File: src/rtl/tl_pkg.sv
// Shared definitions for the left-turn traffic light controller.
//
// Contents:
//   GREEN/YELLOW/RED/LEFT - 2-bit light codes driven onto La/Lb
//   state_e               - 3-bit binary state encoding S0..S7
//   is_yellow_state       - helper that flags the one-cycle yellow states
package tl_pkg;

    localparam logic [1:0] GREEN  = 2'b00;
    localparam logic [1:0] YELLOW = 2'b01;
    localparam logic [1:0] RED    = 2'b10;
    localparam logic [1:0] LEFT   = 2'b11;

    // S0..S3 serve street A, S4..S7 serve street B.
    typedef enum logic [2:0] {
        S0 = 3'd0,  // A green
        S1 = 3'd1,  // A yellow
        S2 = 3'd2,  // A left arrow
        S3 = 3'd3,  // A yellow
        S4 = 3'd4,  // B green
        S5 = 3'd5,  // B yellow
        S6 = 3'd6,  // B left arrow
        S7 = 3'd7   // B yellow
    } state_e;

    localparam state_e RESET_STATE = S0;

    // Odd states are the single-cycle yellows.
    function automatic logic is_yellow_state(input state_e s);
        return s[0];
    endfunction

endpackage

File: src/rtl/tl_state_reg.sv
// State register for the traffic light controller.
//
// Ports:
//   clk_i      - rising-edge clock
//   reset_i    - synchronous active-high reset, loads RESET_STATE (S0)
//   state_d_i  - next state from the transition logic
//   state_q_o  - registered current state
module tl_state_reg
    import tl_pkg::*;
(
    input  logic   clk_i,
    input  logic   reset_i,
    input  state_e state_d_i,
    output state_e state_q_o
);

    state_e state_q;

    always_ff @(posedge clk_i) begin
        if (reset_i) begin
            state_q <= RESET_STATE;
        end else begin
            state_q <= state_d_i;
        end
    end

    assign state_q_o = state_q;

endmodule

File: src/rtl/tl_cntr_w_left.sv
// Two-street traffic light controller with left-turn arrows (Moore FSM).
//
// Ports:
//   clk    - rising-edge clock
//   reset  - synchronous active-high reset to S0 (A green, B red)
//   Ta     - through traffic on A, holds A green (S0)
//   Tal    - left-turn traffic on A, holds A arrow (S2)
//   Tb     - through traffic on B, holds B green (S4)
//   Tbl    - left-turn traffic on B, holds B arrow (S6)
//   La     - light on street A (GREEN/YELLOW/RED/LEFT)
//   Lb     - light on street B (GREEN/YELLOW/RED/LEFT)
//
// Lights decode from the state register only, so any input change shows up
// one clock later and there is no combinational input-to-output path.
module tl_cntr_w_left
    import tl_pkg::*;
(
    input  logic       clk,
    input  logic       reset,
    input  logic       Ta,
    input  logic       Tal,
    input  logic       Tb,
    input  logic       Tbl,
    output logic [1:0] La,
    output logic [1:0] Lb
);

    state_e state_q;
    state_e state_d;

    // Next-state logic: each dwell state looks only at its own request line;
    // yellows always advance, so arrows are always entered from a yellow.
    always_comb begin
        state_d = S0;
        case (state_q)
            S0:      state_d = Ta  ? S0 : S1;
            S1:      state_d = S2;
            S2:      state_d = Tal ? S2 : S3;
            S3:      state_d = S4;
            S4:      state_d = Tb  ? S4 : S5;
            S5:      state_d = S6;
            S6:      state_d = Tbl ? S6 : S7;
            S7:      state_d = S0;
            default: state_d = S0;
        endcase
    end

    tl_state_reg u_state_reg (
        .clk_i     (clk),
        .reset_i   (reset),
        .state_d_i (state_d),
        .state_q_o (state_q)
    );

    // Output decode: the street not being served is always RED.
    always_comb begin
        La = RED;
        Lb = RED;
        unique case (state_q)
            S0: begin La = GREEN;  Lb = RED;    end
            S1: begin La = YELLOW; Lb = RED;    end
            S2: begin La = LEFT;   Lb = RED;    end
            S3: begin La = YELLOW; Lb = RED;    end
            S4: begin La = RED;    Lb = GREEN;  end
            S5: begin La = RED;    Lb = YELLOW; end
            S6: begin La = RED;    Lb = LEFT;   end
            S7: begin La = RED;    Lb = YELLOW; end
            default: begin La = RED; Lb = RED;  end
        endcase
    end

endmodule

File: config.mk
export PLATFORM = sky130hd
export DESIGN_NAME = tl_cntr_w_left
export DESIGN_NICKNAME = d
export VERILOG_FILES = /design/src/rtl/tl_pkg.sv /design/src/rtl/tl_state_reg.sv /design/src/rtl/tl_cntr_w_left.sv
export SDC_FILE = /design/constraint.sdc
export NUM_CORES = 1
export LEC_CHECK = 0
export BUFFER_PORTS_ARGS = -buffer_cell sky130_fd_sc_hd__buf_2
export CAP_MARGIN = 30
export CORE_AREA = 5 5 42 44
export DETAILED_ROUTE_END_ITERATION = 8
export DIE_AREA = 0 0 47 49
export PLACE_DENSITY = 0.39
export SYNTH_ARGS = -nofsm -noshare
export SYNTH_HDL_FRONTEND = slang
export SYNTH_SLANG_ARGS = --single-unit
File: constraint.sdc
create_clock -name clk -period 1.8 [get_ports clk]
set_clock_uncertainty 0.1 [all_clocks]
set_input_delay 0.18 -clock clk [delete_from_list [all_inputs] [get_ports clk]]
set_output_delay 0.18 -clock clk [all_outputs]
set_load 0.05 [all_outputs]
==> results.md <==
- Fin crit share: 0.6863
- Slowest cell delay on critical path: 0.53 ns
- Worst path required time: 1.89 ns
- Hold Crit Class: in2reg
- Layout Area Growth over Synthesis: 29.55%
- Vias in the first global route: 204
- Placeable Area: 0.001401 mm^2
- Worst R2R End: u_state_reg.state_q_o[0]
- Worst hold slack: 0.006277 ns
- Syn_nets: 35
- Worst setup margin: 0.5646 ns
- Initial DRT Pass Iterations: 4
- Final-stage net count: 47
- Final setup violation count: 0
- Syn Std Cell Area: 275.3 um^2
- Port bufs: 9
- Share of the yosys chip area belonging to registers: 0.5091
- CP max-delay cell: mux4_2
- First-pass GRT wire length: 821 um
- Htree depth: 1
- Post-CTS Setup Bufs: 0
- Synth Instances: 29
- Vias per inst: 4.036
- Antenna Cells: 0
- Worst Hold Path EP: La[0]
- Die area: 0.002303 mm^2
- Seq cells post-synth: 7
- CTS tree: yes
- Clock buffer depth: 2
- Worst slew pin tran: 0.2424 ns
- DRC: 0
- Clk root buf: clkbuf_4
- R2r setup slk: 0.56 ns
- Yosys top cell by area: dfxtp_1
- CTS sink count: 7
- Slew margin rel.: 0.8381
- Crit path kind: reg2reg
- Yosys top cell area share: 0.5091
- Die H: 49 um
- Cts bufs inserted: 3
- Rows: 14
- Reg clk slew, reported paths: 0.06 ns
- Max IR drop VDD: 0.2769 mV
- Synth Area per Inst: 9.492 um^2
- DR iter-0 viols: 3
- Critical path endpoint category: flip-flop
- Critical Path Source Type: flip-flop
- MaxCap Viol Count: 0
- Largest net degree at the start of global routing: 8
- Max Slew Vio Count: 0
- Antenna-violating nets left: 0
- R2r startpoint: u_state_reg.state_q_o[2]
- Hold Buf Count CTS: 0
- Top cells by area, synth: dfxtp_1 (51%), a21oi_1 (13%), mux4_2 (8.2%), nand2_1 (5.5%), or2_1 (4.5%)
- Final hold viol count: 0
- Max frequency: 809.5 MHz
- Status: completed
- I/O Pins: 10
- Leakage: 0.1430 nW
- Post-synth ARST share: 0
- Hold wc startpoint: Ta
- Final WL: 547 um
- Die W: 47 um
- Layout cells sized above 1: 0.3500
- Post-CTS sizing: 0
- Commonest cells in the netlist: a21oi_1 (7), dfxtp_1 (7), nand2_1 (4)
- DR vias: 226
- Cell Chain, Critical Path: mux4_2, nor3_2
- Worst slack, placed: 0.5715 ns
- Final GP Congestion: 0.7225
- RSZ-0062 raised after global routing: no
- Initial antenna violation count: 0
- Netlist cell types: 11
- Fillers: 161
- Number of synthesized flops with an enable pin: 0
- Starting Density: 0.1964
- Clk Latency, worst-skew pair: 0.26 ns
- WHS Path Cells: 2
- Reg2reg path depth: 2
- Gr usage total: 0.05795
- Post-layout min period: 1.235 ns
- Post-DP HPWL: 410.4 um
- GRT overflow: 0
- Critical Path AT: 1.32 ns
- Synthesis Warnings: 0
- Setup TNS: 0 ns
- Power per standard cell area: 1099 mW/mm^2
- CP max FO: 7
- Synth Flop Type: dfxtp_1
- Routed WL per cell: 9.768 um
==> metrics by stage <==
stage                     cells  utilization  power [mW]  area [um^2]
after floorplan              29            -      0.2352        275.3
after global placement       52       0.2357      0.2509        330.3
after detailed placement     52       0.2357      0.2505        330.3
after CTS                    56       0.2545      0.3996        356.6
after global routing         56       0.2545      0.4150        356.6
final                        56       0.2545      0.3920        356.6
==> layer usage <==
metal | vias up | global-route usage | wire (um)
met3 | 2 | 0.03321 | 50
met1 | 94 | 0.05333 | 241
li1 | 120 | - | -
met5 | - | 0 | 0
met2 | 10 | 0.07014 | 246
met4 | 0 | 0.08295 | 9
==> sequential cells by signal, indices dropped and copies added, names as in the netlist <==
signal / flops
Lb: 2
La: 2
u_state_reg.state_q_o: 3
==> worst max-delay path by stage <==
stage | from | endpoint | slack (ns)
final | u_state_reg.state_q_o[2] | u_state_reg.state_q_o[0] | 0.56
after global routing | u_state_reg.state_q_o[2] | u_state_reg.state_q_o[0] | 0.47
after CTS | u_state_reg.state_q_o[2] | u_state_reg.state_q_o[0] | 0.55
after detailed placement | u_state_reg.state_q_o[2] | u_state_reg.state_q_o[0] | 0.57
after global placement | u_state_reg.state_q_o[2] | u_state_reg.state_q_o[0] | 0.60
after floorplan | u_state_reg.state_q_o[2] | u_state_reg.state_q_o[0] | 0.63
==> worst max-delay path: cells and delay by family, from the launching register on <==
| family | cells | cell delay (ns) |
|---|---|---|
| flops | 1 | 0.42 |
| mux | 1 | 0.53 |
| simple gates | 1 | 0.12 |
==> cells by family after synthesis <==
kind of cell	after synthesis	share of synthesized area
simple gates	10	0.1864
mux	1	0.08181
compound gates	8	0.1545
flops	7	0.5091
buf+inv	2	0.03637
xor+xnor	1	0.03182
==> cell type report <==
| class | instances | area, um^2 | share of cell area |
|---|---|---|---|
| flip-flops and latches | 7 | 140.1 | 0.3930 |
| well taps | 16 | 20.02 | 0.05614 |
| repair buffers | 9 | 45.04 | 0.1263 |
| clock buffers | 4 | 26.28 | 0.07368 |
| multi-input cells | 20 | 125.1 | 0.3509 |
==> report_power, final <==
part,internal [mW],total (mW),switching (mW)
clock,0.0848,0.146,0.0608
combinational,0.0254,0.0663,0.0409
sequential,0.168,0.180,0.0124
total,0.278,0.392,0.114
==> cell usage in the layout, fill, tap and decap left out <==
| master | Yosys | final |
|---|---|---|
| clkbuf_1 | 0 | 1 |
| nand2b_1 | 1 | 1 |
| a21o_1 | 1 | 1 |
| nor2_1 | 2 | 2 |
| nor3_2 | 1 | 1 |
| dfxtp_1 | 7 | 7 |
| mux4_2 | 1 | 1 |
| a21oi_1 | 7 | 7 |
| or2_1 | 2 | 2 |
| buf_2 | 2 | 9 |
| clkbuf_4 | 0 | 3 |
| nand2_1 | 4 | 4 |
| xnor2_1 | 1 | 1 |
No activity file was read; power rests on OpenSTA's default activity.
